==> src/rtl/mips_program_loader.sv <==
// Streams instruction words into instruction memory, screens each opcode,
// and holds the MIPS core in reset until a program ends cleanly in HALT.
module mips_program_loader #(
   parameter int MIPS_DATA_WIDTH        = 32,
   parameter int MIPS_MEMORY_ADDR_WIDTH = 8
) (
   input  logic                              clk,
   input  logic                              rst_n,
   input  logic                              start,
   input  logic                              in_valid,
   output logic                              in_ready,
   input  logic [MIPS_DATA_WIDTH-1:0]        in_data,
   output logic                              mem_we,
   output logic [MIPS_MEMORY_ADDR_WIDTH-1:0] mem_addr,
   output logic [MIPS_DATA_WIDTH-1:0]        mem_wdata,
   output logic                              core_rst_n,
   output logic                              done,
   output logic                              error,
   output logic [MIPS_MEMORY_ADDR_WIDTH:0]   word_count
);

   localparam int AW = MIPS_MEMORY_ADDR_WIDTH;

   typedef enum logic [1:0] {
      IDLE,
      LOAD,
      DONE,
      ERROR
   } state_t;

   state_t        state;
   state_t        state_nxt;
   logic [AW-1:0] addr_q;
   logic          we_q;
   logic          accept;
   logic          legal;
   logic          halt;
   logic          last;

   function automatic logic is_legal(input logic [5:0] op,
                                     input logic [5:0] fn);
      logic ok;
      ok = 1'b0;
      case (op)
         6'h00: begin
            case (fn)
               6'h00, 6'h02, 6'h08, 6'h20, 6'h21, 6'h22,
               6'h23, 6'h24, 6'h25, 6'h27, 6'h2a, 6'h2b,
               6'h3f:   ok = 1'b1;
               default: ok = 1'b0;
            endcase
         end
         6'h02, 6'h03, 6'h04, 6'h05, 6'h08, 6'h09,
         6'h0a, 6'h0b, 6'h0c, 6'h0d, 6'h0f, 6'h23,
         6'h24, 6'h25, 6'h28, 6'h29, 6'h2b, 6'h30,
         6'h38:   ok = 1'b1;
         default: ok = 1'b0;
      endcase
      return ok;
   endfunction

   assign accept = (state == LOAD) && in_valid;
   assign legal  = is_legal(in_data[31:26], in_data[5:0]);
   assign halt   = (in_data[31:26] == 6'h00) && (in_data[5:0] == 6'h3f);
   assign last   = &addr_q;

   always_comb begin
      state_nxt = state;
      unique case (state)
         IDLE, DONE, ERROR: begin
            if (start)
               state_nxt = LOAD;
         end
         LOAD: begin
            if (accept) begin
               if (!legal || (!halt && last))
                  state_nxt = ERROR;
               else if (halt)
                  state_nxt = DONE;
            end
         end
      endcase
   end

   always_ff @(posedge clk) begin
      if (!rst_n)
         state <= IDLE;
      else
         state <= state_nxt;
   end

   always_ff @(posedge clk) begin
      if (!rst_n) begin
         we_q       <= 1'b0;
         addr_q     <= '0;
         mem_addr   <= '0;
         mem_wdata  <= '0;
         word_count <= '0;
         done       <= 1'b0;
         error      <= 1'b0;
      end else begin
         we_q  <= 1'b0;
         done  <= (state_nxt == DONE);
         error <= (state_nxt == ERROR);
         if ((state != LOAD) && start) begin
            addr_q     <= '0;
            word_count <= '0;
         end
         if (accept && legal) begin
            we_q       <= 1'b1;
            mem_addr   <= addr_q;
            mem_wdata  <= in_data;
            addr_q     <= addr_q + 1'b1;
            word_count <= word_count + 1'b1;
         end
      end
   end

   // A reset arriving in the write cycle must kill that write at once.
   assign mem_we     = we_q & rst_n;
   assign in_ready   = (state == LOAD);
   assign core_rst_n = (state == DONE);

endmodule

==> config.mk <==
export PLATFORM = sky130hd
export DESIGN_NAME = mips_program_loader
export DESIGN_NICKNAME = d
export VERILOG_FILES = /design/src/rtl/mips_program_loader.sv
export SDC_FILE = /design/constraint.sdc
export NUM_CORES = 1
export LEC_CHECK = 0
export ABC_AREA = 1
export ABC_CLOCK_PERIOD_IN_PS = 1300
export BUFFER_PORTS_ARGS = -buffer_cell sky130_fd_sc_hd__buf_2
export CORE_AREA = 5 5 111 113
export CTS_BUF_LIST = sky130_fd_sc_hd__clkbuf_2 sky130_fd_sc_hd__clkbuf_4 sky130_fd_sc_hd__clkbuf_8
export CTS_CLUSTER_SIZE = 16
export DETAILED_ROUTE_END_ITERATION = 10
export DIE_AREA = 0 0 116 118
export PLACE_DENSITY = 0.46
export REMOVE_ABC_BUFFERS = 1
export SYNTH_ARGS = -nofsm -noshare
export SYNTH_HDL_FRONTEND = slang
export SYNTH_SLANG_ARGS = --single-unit
==> constraint.sdc <==
create_clock -name clk -period 1.3 [get_ports clk]
set_clock_uncertainty 0.05 [all_clocks]
set_input_delay 0.065 -clock clk [delete_from_list [all_inputs] [get_ports clk]]
set_output_delay 0.065 -clock clk [all_outputs]
set_load 0.03 [all_outputs]
# Yosys cells after proc, flatten, opt, wreduce, memory -nomap -nowiden
# Memory sizes are Yosys's and may differ from the RTL's.
# Cells that the tools add are included.
[word_totals] reg_bits=62 inputBits=36 romBits=64 mem_count=1 output_inout_bits=54
[op_classes] eq_ne=26 n_mux=11 bitwise=1 add_sub_neg=2 reduce_logical=14
[mem_list] memory="(no name shown)" words=64 width=1 read_ports=1 rd_clocked_by_memory_dff=0 write_ports=0 line_no="46" source="case (fn)"
[ops] cell="== test 6 bit (second input constant)" n=9
[ops] cell="== test 6 x 4 -> 1 bit (second input constant)" n=7
[ops] cell="OR reduction 19 bit" n=1
[ops] cell="two-way mux 9 bit" n=2
[ops] cell="two-way mux 8 bit" n=2
[ops] cell="== test 6 x 2 -> 1 bit (second input constant)" n=2
[ops] cell="== test 6 x 3 -> 1 bit (second input constant)" n=2
[ops] cell="adder 9 x 1 -> 9 bit (second input constant)" n=1
[ops] cell="adder 8 x 1 -> 8 bit (second input constant)" n=1
[ops] cell="== test 2 bit (second input constant)" n=4
[ops] cell="two-way mux 2 bit" n=4
[ops] cell="AND reduction 8 bit" n=1
[ops] cell="logical NOT 6 bit" n=1
[ops] cell="logical AND 1 bit" n=5
[ops] cell="case mux 2 bit (2 select lines)" n=1
[ops] cell="OR reduction 3 bit" n=1
[ops] cell="== test 2 x 1 -> 1 bit (second input constant)" n=1
[ops] cell="logical NOT 1 bit" n=2
[ops] cell="logical NOT 2 bit" n=1
[ops] cell="!= test 2 x 1 -> 1 bit (second input constant)" n=1
[ops] cell="case mux 1 bit (2 select lines)" n=1
[ops] cell="nonzero test 2 bit" n=1
[ops] cell="bitwise AND 1 bit" n=1
[ops] cell="logical OR 1 bit" n=1
[ops] cell="two-way mux 1 bit" n=1

# Logic depth before layout (Yosys ltp)
# Gate-level depths: netlist (run 1).
[depth] depth_word=9 ltp_mapped=12 depth_no_buf=12

# Worst setup path before layout (run 1)
# Ideal clock, no wire load.
[synth_timing] path_kind="reg2reg" start="reg word_count[0]" end="reg word_count[6]" path_buffers=0 stages_incl_launch_ff=10 synth_period_minus_slack_ps=1566 setup_time_ps=70 path_slack_ps=-266 t_arrival_ps=1447 path_cell_list="dfxtp_1 ha_1 nand2_1 nor2_1 inv_1 nor2_1 inv_1 o21ai_0 nand2_1 a21oi_1"
[synth_via] elab_chain_len=2
[synth_rtl] element="start, declared" line_no="19" source="output logic [MIPS_MEMORY_ADDR_WIDTH:0] word_count"
[synth_rtl] element="start signal, assigned" line_no="114" source="word_count <= word_count + 1'b1;"
[synth_rtl] element="adder 9 x 1 -> 9 bit" line_no="114"
[synth_rtl] element="two-way mux 9 bit" line_no="109" source="if (accept && legal) begin"
# No other way between the ends.
# A chain may end at the register's enable or synchronous reset.

==> results of run 1 <==
## per-stage QoR
step	instances	setup TNS, ns	util
6_report	709	-1.65	0.440
5_1_grt	709	-5.34	0.440
4_1_cts	695	-0.813	0.386
3_5_place_dp	639	-9.54	0.317
3_3_place_gp	639	-7.41	0.317
2_1_floorplan	365	-28.86	-
## critical path, stage by stage, from the launching register on
cell and delay [ns]:
sky130_fd_sc_hd__dfxtp_2 0.32, sky130_fd_sc_hd__inv_2 0.06, sky130_fd_sc_hd__nand2_2 0.05, sky130_fd_sc_hd__inv_2 0.07, sky130_fd_sc_hd__nand2_4 0.08, sky130_fd_sc_hd__inv_4 0.09
sky130_fd_sc_hd__nand2_8 0.06, sky130_fd_sc_hd__buf_6 0.13, sky130_fd_sc_hd__buf_12 0.13, sky130_fd_sc_hd__buf_4 0.13, sky130_fd_sc_hd__nand3_2 0.06, sky130_fd_sc_hd__a21oi_2 0.06
## cell families after synthesis
kind of cell | synth area share
flip-flops | 0.458
AO/OA/AOI/OAI | 0.130
AND/OR/NAND/NOR | 0.301
XOR/XNOR | 0.00969
buffers and inverters | 0.0927
adder cells (fa/ha/maj) | 0.00922
## report_power, final
part,internal [uW],total [uW],switching (uW),leakage [uW]
clock network,851,1590,743,0.0000988
registers,1960,2000,37.5,0.000507
logic,388,859,471,0.00161
## registers in the layout, summed over array words and instances (netlist names), named ones only
name,flops
mem_wdata,32
word_count,9
done,1
we_q,1
addr_q,8
error,1
mem_addr,8
state,1
## synth_stat cells
| master | instances |
|---|---|
| sky130_fd_sc_hd__a21oi_1 | 15 |
| sky130_fd_sc_hd__a21oi_4 | 1 |
| sky130_fd_sc_hd__buf_1 | 2 |
| sky130_fd_sc_hd__buf_4 | 3 |
| sky130_fd_sc_hd__buf_6 | 6 |
| sky130_fd_sc_hd__clkbuf_1 | 7 |
| sky130_fd_sc_hd__clkinv_1 | 1 |
| sky130_fd_sc_hd__dfxtp_1 | 62 |
| sky130_fd_sc_hd__ha_1 | 2 |
| sky130_fd_sc_hd__inv_1 | 33 |
| sky130_fd_sc_hd__nand2_1 | 59 |
| sky130_fd_sc_hd__nand2_2 | 3 |
| sky130_fd_sc_hd__nand3_1 | 24 |
| sky130_fd_sc_hd__nand3_2 | 1 |
| sky130_fd_sc_hd__nand3b_1 | 1 |
| sky130_fd_sc_hd__nand4_1 | 4 |
| sky130_fd_sc_hd__nor2_1 | 99 |
| sky130_fd_sc_hd__nor2_2 | 4 |
| sky130_fd_sc_hd__nor3_1 | 1 |
| sky130_fd_sc_hd__o21ai_0 | 31 |
| sky130_fd_sc_hd__o21ai_1 | 15 |
| sky130_fd_sc_hd__o21ai_2 | 1 |
| sky130_fd_sc_hd__o21bai_1 | 2 |
| sky130_fd_sc_hd__o22ai_1 | 1 |
| sky130_fd_sc_hd__or2_2 | 2 |
| sky130_fd_sc_hd__xor2_1 | 3 |
## worst paths after layout
| check | start | to | slack (ns) |
|---|---|---|---|
| setup / recovery | register | addr_q[4] | -0.08 |
| hold / removal | in_data[30] | mem_wdata[30] | 0.04 |
| setup reg to reg | register | addr_q[4] | -0.08 |
| hold reg to reg | mem_wdata[20] | mem_wdata[20] | 0.42 |
## placed cells by master (no fill, tap or decap), types with 2 or more instances in the layout
cell / count
sky130_fd_sc_hd__a21oi_1: 3
sky130_fd_sc_hd__a21oi_2: 12
sky130_fd_sc_hd__buf_12: 8
sky130_fd_sc_hd__buf_16: 3
sky130_fd_sc_hd__buf_2: 88
sky130_fd_sc_hd__buf_4: 43
sky130_fd_sc_hd__buf_6: 5
sky130_fd_sc_hd__buf_8: 3
sky130_fd_sc_hd__clkbuf_16: 5
sky130_fd_sc_hd__clkbuf_4: 6
sky130_fd_sc_hd__clkbuf_8: 10
sky130_fd_sc_hd__dfxtp_1: 53
sky130_fd_sc_hd__dfxtp_2: 8
sky130_fd_sc_hd__dlygate4sd3_1: 29
sky130_fd_sc_hd__ha_4: 2
sky130_fd_sc_hd__inv_1: 26
sky130_fd_sc_hd__inv_2: 6
sky130_fd_sc_hd__nand2_1: 42
sky130_fd_sc_hd__nand2_2: 9
sky130_fd_sc_hd__nand2_4: 10
sky130_fd_sc_hd__nand3_1: 13
sky130_fd_sc_hd__nand3_2: 10
sky130_fd_sc_hd__nand3_4: 2
sky130_fd_sc_hd__nand4_1: 4
sky130_fd_sc_hd__nor2_1: 76
sky130_fd_sc_hd__nor2_2: 17
sky130_fd_sc_hd__nor2_4: 10
sky130_fd_sc_hd__o21ai_0: 4
sky130_fd_sc_hd__o21ai_1: 23
sky130_fd_sc_hd__o21ai_2: 18
sky130_fd_sc_hd__o21ai_4: 2
sky130_fd_sc_hd__o21bai_1: 2
sky130_fd_sc_hd__or2_2: 2
sky130_fd_sc_hd__xor2_1: 3
## final cells by class
cell class / count / area, um^2 / area share
sequential: 62 / 1250 / 0.254
timing repair buffer: 185 / 1530 / 0.310
tap: 143 / 179 / 0.0363
inverter: 34 / 130 / 0.0264
clock inverter: 1 / 5.00 / 0.00101
multi-input combinational: 269 / 1660 / 0.336
clock buffer: 15 / 175 / 0.0355
## per-layer routing
metal,up-vias,routed length [um],part of all wire,GRT usage
met4,0,137,0.014,0.0377
met5,-,0,0,0
met1,1440,4180,0.43,0.154
met2,71,4850,0.50,0.214
li1,1580,-,-,-
met3,12,453,0.047,0.0360
## repair_timing
action | in CTS | in global routing
resized for setup | 71 | 106
hold buffers | 29 | 0
endpoints found under the hold margin | 30 | 0
setup buffers | 8 | 7
pin swaps | 11 | 39
cloned | 3 | 8
setup endpoints to repair | 61 | 62
==> out/metrics.cfg, run 1 <==
[die]
floorplan.die_area_um2 = 13700
io-pin-count = 90
starting_density_of_the_core = 0.242
die_height_um = 118
dieWidth_um = 116
fp-row-count = 39
core-area_um2 = 11200

[clock_network]
max-clock-path-buffers = 2
cts_max_level = 3
clock_insertion_delay_worst_skew_ns = 0.34
cts_root_buf = sky130_fd_sc_hd__clkbuf_8
clock_sinks = 62
tritoncts_clock_tree = done
clk_pin_slew_ns = 0.07
cts_inserted_buffers = 9

[synthesis]
yosysTopAreaCellShare = 0.458
ys_seq_area_frac = 0.458
syn_area_um2 = 2710
largest_area_contributor_in_the_netlist = sky130_fd_sc_hd__dfxtp_1
synthTopCellsByArea = sky130_fd_sc_hd__dfxtp_1 46%, sky130_fd_sc_hd__nor2_1 14%, sky130_fd_sc_hd__nand2_1 8.2%, sky130_fd_sc_hd__o21ai_0 5.7%, sky130_fd_sc_hd__inv_1 4.6%
postSynthRegisterBits = 62
avgSynthCellArea_um2 = 7.08
synthesis.yosys.warnings = 0
synthesis.instances = 383
netlist-cell-type-count = 26

[drt]
antenna_violating_nets_post_route = 0
firstDrtPassIters = 4
vias_per_cell = 4.38
drt_iter0_drc = 54
dr_total_vias = 3103
drt-wirelength-per-cell_um = 13.6
drt_wl_total_um = 9620
remaining_drc_errors = 0

[placement]
weighted_congestion_at_the_end_of_routability_driven_global_placement = 0.782
detailedPlace.worstSlack_ns = -0.210
dpl-instance-area_um2 = 3550
final_hpwl_from_detailed_placement_um = 5600
numPortBuffers = 89

[global_route]
grt_pass1_wl_um = 13900
maximum_number_of_pins_on_one_net_before_global_route_repair = 29
grt_antenna_before_repair = 0
grt.total_usage = 0.126
first_global_vias = 2918
grt_overflow = 0

[critical_path]
cp_data_required_time_ns = 1.48
path_class = reg -> reg
reg2regPathDepth = 11
critical_path.max_fanout = 5
critical_path.endpoint_type = register
crit_arrival_ns = 1.56
worst_setup_path_start_kind = register

[worst_hold_path]
min_path_type = in -> reg
min_delay_path_depth = 4

[timing]
max_freq_mhz = 725
finalSetupViolCount = 43
fin_ws_ns = -0.0791
final_min_period_over_clock_period = 1.06
timing_worst_slew_pin_value_ns = 0.270
period_minus_slack_ns = 1.38
fin_worst_hold_slack_ns = 0.0448
timing_max_transition_violations_final = 0
slew_headroom = 0.820
setup_repair_after_global_routing_missed_its_margin = yes
final_hold_viol_count = 0

[pwr]
cellPowerDensity_nw_per_um2 = 902
leakagePower_uw = 0.00222
power_uw = 4450
ir_drop_mv = 0.542

[outcome]
run_status = complete, but fails checks
violations = negative setup slack

[final_layout]
post_route_cells_drive_above_1_share = 0.502
diodes = 0
final_net_count = 599
layout.cell_area.non_filler_um2 = 4930
area_growth_pct = 81.9
n_fill_cell = 1135

[run]
max_cap_violations = 0

No activity file was read; power rests on OpenSTA's default activity.
==> run 2, diff against run 1 <==
Settings changed: REMOVE_ABC_BUFFERS 1 to unset.
==> run 2 against run 1 <==
Maximum frequency fell by 1.9%. Sequential share of layout area is 2.4 points higher. Non-clock buffer count down 18. Critical endpoint is now word_count[8]. The flow still finishes with violations (negative setup slack). Final cell count is 2.5% lower. Wire length down 8.1%. First-iteration DRC count up 83%. Largest cell class unchanged. Total power rose by 6.7%.
==> out/metrics.cfg, run 2 (same netlist as run 1, synthesis figures left out) <==
[global_route]
first_global_vias = 2875  ; -1.5%
grt_pass1_wl_um = 13900  ; -0.40%
maximum_number_of_pins_on_one_net_before_global_route_repair = 30  ; +3.4%
grt_overflow = 0  ; unchanged
grt_util_met2 = 0.196  ; -0.0183
met1_usage = 0.168  ; +0.0140
grt_busiest_layer = met2
grt.total_usage = 0.126  ; -0.000694
gr_util_met3 = 0.0406  ; +0.00463
grt_antenna_before_repair = 0  ; unchanged

[clock_network]
clock_insertion_delay_worst_skew_ns = 0.34  ; about the same
max-clock-path-buffers = 2  ; unchanged
clock_sinks = 62  ; unchanged
tritoncts_clock_tree = done
cts_root_buf = sky130_fd_sc_hd__clkbuf_8
cts_inserted_buffers = 9  ; unchanged
clk_pin_slew_ns = 0.07  ; about the same
cts_max_level = 3  ; unchanged

[timing]
timing_worst_slew_pin_value_ns = 0.318  ; +0.0478 ns
finalSetupViolCount = 31  ; -28%
slew_headroom = 0.788  ; -0.0318
final_min_period_over_clock_period = 1.08  ; +0.0211
period_minus_slack_ns = 1.41  ; +0.0274 ns
setup_repair_after_global_routing_missed_its_margin = yes
final_hold_viol_count = 0  ; unchanged
timing_max_transition_violations_final = 0  ; unchanged
fin_ws_ns = -0.106  ; -0.0274 ns
max_freq_mhz = 711  ; -1.9%
fin_tns_setup_ns = -1.00  ; +0.649 ns

[die]
io-pin-count = 90  ; unchanged
dieWidth_um = 116  ; unchanged
die_height_um = 118  ; unchanged
floorplan.die_area_um2 = 13700  ; unchanged
core-area_um2 = 11200  ; unchanged
fp-row-count = 39  ; unchanged
starting_density_of_the_core = 0.242  ; unchanged

[pwr]
ir_drop_mv = 0.469  ; -14%
internal_power_uw = 3540  ; +11%
pwr-share-seq = 0.420  ; -0.029
clkPwrFrac = 0.423  ; +0.065
cellPowerDensity_nw_per_um2 = 1050  ; +16%
leakagePower_uw = 0.00202  ; -8.9%
power.share.combinational = 0.158  ; -0.035
power_switching_share = 0.255  ; -0.0258
power.switching_uw = 1210  ; -3.1%

[final_layout]
diodes = 0  ; unchanged
largest_register = mem_wdata
finish.utilization = 0.403  ; -0.0365
most_common_cell_after_layout_fill_and_taps_aside = sky130_fd_sc_hd__buf_2
reg_top3 = mem_wdata x32, word_count x9
post_route_cells_drive_above_1_share = 0.411  ; -0.0912
layout_common_cells = 88 x sky130_fd_sc_hd__buf_2, 85 x sky130_fd_sc_hd__nor2_1, 50 x sky130_fd_sc_hd__dfxtp_1
area_growth_pct = 66.8
regArea_um2 = 1260  ; +0.50%
multiInputGateArea_um2 = 1450  ; -12%
n_fill_cell = 1165  ; +2.6%
largest_register_ff_count = 32  ; unchanged
final_net_count = 581  ; -3.0%
finish.cell_count_without_fillers = 691  ; -2.5%

[critical_path]
worst_setup_path_start_kind = register
critical_path.endpoint_type = register
critical_path.max_fanout = 7  ; +2
path_class = reg -> reg
cp_data_required_time_ns = 1.52  ; +0.04 ns
crit_arrival_ns = 1.63  ; +0.07 ns

[worst_hold_path]
timing.hold.worst.start = start
min_path_type = in -> reg

[drt]
dr_total_vias = 2975  ; -4.1%
vias_per_cell = 4.31  ; -1.6%
drt_iter0_drc = 99  ; +83%
firstDrtPassIters = 6  ; +2
antenna_violating_nets_post_route = 0  ; unchanged
drt_wl_total_um = 8840  ; -8.1%
drt-wirelength-per-cell_um = 12.8  ; -5.7%
remaining_drc_errors = 0  ; unchanged

[placement]
numPlacedInstances = 633  ; -0.94%
final_hpwl_from_detailed_placement_um = 5790  ; +3.4%
weighted_congestion_at_the_end_of_routability_driven_global_placement = 0.767  ; -2.0%
numPortBuffers = 89  ; unchanged

[outcome]
violations = negative setup slack
run_status = complete, but fails checks

[run]
max_cap_violations = 0  ; unchanged

[synthesis]
synth_fp_nets = 421

## run 2: final cells by class
cell class	instances	area share
multi-input cells	269	0.321
flip-flops and latches	62	0.279
repair buffers	167	0.279
well taps	143	0.0395
clock buffers	13	0.0382
inverters	34	0.0293
clock inverters	3	0.0144
## run 2: worst max-delay path, cell delays in order (launching register included)
cell	delay (ns)
sky130_fd_sc_hd__dfxtp_2	0.32
sky130_fd_sc_hd__inv_2	0.05
sky130_fd_sc_hd__nand2_2	0.05
sky130_fd_sc_hd__inv_4	0.07
sky130_fd_sc_hd__nand2_4	0.06
sky130_fd_sc_hd__a21oi_4	0.16
sky130_fd_sc_hd__buf_6	0.14
sky130_fd_sc_hd__buf_12	0.10
sky130_fd_sc_hd__buf_16	0.14
sky130_fd_sc_hd__nand2_1	0.08
sky130_fd_sc_hd__a21oi_2	0.12
## run 2: power by group through the flow
stage	Clock, uW	Sequential, uW	Combinational (uW)
global placement	0	2030	598
global route	2150	2000	822
detailed placement	0	2030	601
floorplan	0	2150	250
finish	2010	1990	749
CTS	2090	1990	700
## run 2: through the flow
| stage | hold WS (ns) | setup WS [ns] | power [uW] | instance area [um^2] |
|---|---|---|---|---|
| 2_1_floorplan | 0.149 | -0.0224 | 2400 | 2780 |
| 3_3_place_gp | 0.253 | -0.184 | 2630 | 3590 |
| 3_5_place_dp | 0.268 | -0.248 | 2630 | 3590 |
| 4_1_cts | 0.000615 | -0.0945 | 4780 | 4260 |
| 5_1_grt | 0.0279 | -0.215 | 4970 | 4530 |
| 6_report | 0.0143 | -0.106 | 4750 | 4530 |
## run 2: what timing repair did
action                                  in CTS  in global routing
hold buffers                                28                  0
buffers inserted                             6                  4
pin swaps                                    9                 22
gates resized for setup                      9                 59
endpoints found under the setup margin      36                 61
endpoints found under the hold margin       28                  0
gates cloned                                 2                  4
## run 2: worst paths after layout
kind                    to  slack [ns]  cells past startpoint
min               state[0]        0.01                      3
max reg2reg  word_count[8]       -0.11                     10
min reg2reg  mem_wdata[13]        0.42                      2
max          word_count[8]       -0.11                     10
## run 2: routing by layer
metal  vias to the layer above  wire (um)
li1                       1542          -
met1                      1351       4180
met2                        77       4040
met3                         5        563
met4                         0         59
met5                         -          0
==> run 3, diff against run 2 <==
Settings changed: HOLD_SLACK_MARGIN set to 0.06.
==> run 3 against run 2 <==
The run still ends with negative setup slack left. Die area unchanged. Wire length up 0.61%. Worst setup slack barely moved. Via count increased by 0.47%. Sequential power barely moved. Global-route usage up 0.063 points. Maximum frequency hardly changed. Clock-buffer cell count unchanged. Non-clock buffer count rose by 4. Final area increased by 0.88%. Sequential cell count did not move. Critical path depth unchanged. Critical path type unchanged. Largest power group unchanged.
==> out/metrics.cfg, run 3 (same netlist as run 1, synthesis figures left out) <==
[die]
core-area_um2 = 11200  ; unchanged
dieWidth_um = 116  ; unchanged
fp-row-count = 39  ; unchanged
floorplan.die_area_um2 = 13700  ; unchanged
die_height_um = 118  ; unchanged
starting_density_of_the_core = 0.242  ; unchanged
io-pin-count = 90  ; unchanged

[timing]
fin_tns_setup_ns = -0.969  ; +0.0343 ns
final_hold_viol_count = 0  ; unchanged
fin_ws_ns = -0.107  ; -0.000311 ns
period_minus_slack_ns = 1.41  ; +0.000311 ns
timing_max_transition_violations_final = 0  ; unchanged
timing_worst_slew_pin_value_ns = 0.327  ; +0.00927 ns
setup_repair_after_global_routing_missed_its_margin = yes
slew_headroom = 0.782  ; -0.00618
max_freq_mhz = 711  ; about the same
finalSetupViolCount = 25  ; -19%
final_min_period_over_clock_period = 1.08  ; about the same

[global_route]
maximum_number_of_pins_on_one_net_before_global_route_repair = 30  ; unchanged
first_global_vias = 2917  ; +1.5%
grt.total_usage = 0.126  ; +0.000629
grt_pass1_wl_um = 14000  ; +0.74%
grt_overflow = 0  ; unchanged
grt_antenna_before_repair = 0  ; unchanged

[critical_path]
crit_arrival_ns = 1.63  ; about the same
worst_setup_path_start_kind = register
path_class = reg -> reg
critical_path.max_fanout = 7  ; unchanged
reg2regPathDepth = 10  ; unchanged
cp_data_required_time_ns = 1.52  ; about the same
critical_path.endpoint_type = register

[placement]
numPortBuffers = 89  ; unchanged
weighted_congestion_at_the_end_of_routability_driven_global_placement = 0.767  ; unchanged
numPlacedInstances = 633  ; unchanged
final_hpwl_from_detailed_placement_um = 5790  ; unchanged

[clock_network]
cts_root_buf = sky130_fd_sc_hd__clkbuf_8
cts_max_level = 3  ; unchanged
clock_insertion_delay_worst_skew_ns = 0.34  ; about the same
tritoncts_clock_tree = done
clock_sinks = 62  ; unchanged
max-clock-path-buffers = 2  ; unchanged
clk_pin_slew_ns = 0.07  ; about the same
cts_inserted_buffers = 9  ; unchanged

[outcome]
violations = negative setup slack
run_status = complete, but fails checks

[pwr]
leakagePower_uw = 0.00204  ; +0.83%
ir_drop_mv = 0.469  ; about the same
cellPowerDensity_nw_per_um2 = 1040  ; -0.69%

[worst_hold_path]
min_delay_path_depth = 3  ; unchanged
min_path_type = in -> reg

[synthesis]
synth_fp_nets = 421  ; unchanged

[final_layout]
largest_register_ff_count = 32  ; unchanged
area_growth_pct = 68.3
post_route_cells_drive_above_1_share = 0.408  ; -0.00298
largest_register = mem_wdata
most_common_cell_after_layout_fill_and_taps_aside = sky130_fd_sc_hd__buf_2
reg_top3 = mem_wdata x32, word_count x9
finish.cell_count_without_fillers = 695  ; +0.58%
layout_common_cells = 88 x sky130_fd_sc_hd__buf_2, 85 x sky130_fd_sc_hd__nor2_1, 50 x sky130_fd_sc_hd__dfxtp_1
final_net_count = 585  ; +0.69%
n_fill_cell = 1169  ; +0.34%
diodes = 0  ; unchanged

[drt]
antenna_violating_nets_post_route = 0  ; unchanged
vias_per_cell = 4.30  ; -0.11%
drt_iter0_drc = 108  ; +9.1%
firstDrtPassIters = 4  ; -2
drt_wl_total_um = 8890  ; +0.61%
remaining_drc_errors = 0  ; unchanged
drt-wirelength-per-cell_um = 12.8  ; about the same
dr_total_vias = 2989  ; +0.47%

[run]
max_cap_violations = 0  ; unchanged

## run 3: cell count changes in the layout (fill, tap and decap cells not counted)
cell / delta
sky130_fd_sc_hd__dlygate4sd3_1: +4
## run 3: final timing paths
check                 from             to  slack [ns]
max reg2reg       register  word_count[8]       -0.11
min                  rst_n  mem_wdata[28]         0.1
min reg2reg  mem_wdata[13]  mem_wdata[13]        0.42
max               register  word_count[8]       -0.11
## run 3: routing by layer
layer  track usage  wire length [um]  vias up  part of all wire
met3        0.0406               556        5             0.063
met5             0                 0        -                 0
met4        0.0312                59        0            0.0066
li1              -                 -     1549                 -
met2         0.199              4080       77              0.46
met1         0.167              4190     1358              0.47
## run 3: report_power, final
| group | leakage (uW) | switching, uW | internal [uW] |
|---|---|---|---|
| clock | 0.000123 | 751 | 1260 |
| sequential | 0.000509 | 33.9 | 1960 |
| combinational | 0.00140 | 429 | 330 |
## run 3: stage by stage
stage	total power [uW]	instance area (um^2)	hold slack [ns]	setup WS [ns]	util
after floorplan	2400	2780	0.149	-0.0224	-
after global placement	2630	3590	0.253	-0.184	0.320
after detailed placement	2630	3590	0.268	-0.248	0.320
after CTS	4790	4300	0.0735	-0.0945	0.383
after global routing	4980	4570	0.106	-0.215	0.407
final	4760	4570	0.0950	-0.107	0.407
## run 3: critical path, cell delays in order, from the launching register on
cell                      delay (ns)
sky130_fd_sc_hd__dfxtp_2        0.32
sky130_fd_sc_hd__inv_2          0.05
sky130_fd_sc_hd__nand2_2        0.05
sky130_fd_sc_hd__inv_4          0.07
sky130_fd_sc_hd__nand2_4        0.06
sky130_fd_sc_hd__a21oi_4        0.16
sky130_fd_sc_hd__buf_6          0.14
sky130_fd_sc_hd__buf_12         0.10
sky130_fd_sc_hd__buf_16         0.14
sky130_fd_sc_hd__nand2_1        0.08
sky130_fd_sc_hd__a21oi_2        0.12
## run 3: final cells by class
cell class	count	area, um^2	area share
timing repair buffer	171	1300	0.285
sequential	62	1260	0.276
inverter	34	133	0.0290
clock buffer	13	173	0.0378
tap	143	179	0.0392
clock inverter	3	65.1	0.0143
multi-input combinational	269	1450	0.318
## run 3: timing repair
item,in CTS,in global routing
buffers inserted,6,4
hold buffers,32,0
cloned,2,4
pin swaps,9,22
endpoints found under the setup margin,36,61
resized for setup,9,59
endpoints found under the hold margin,34,0
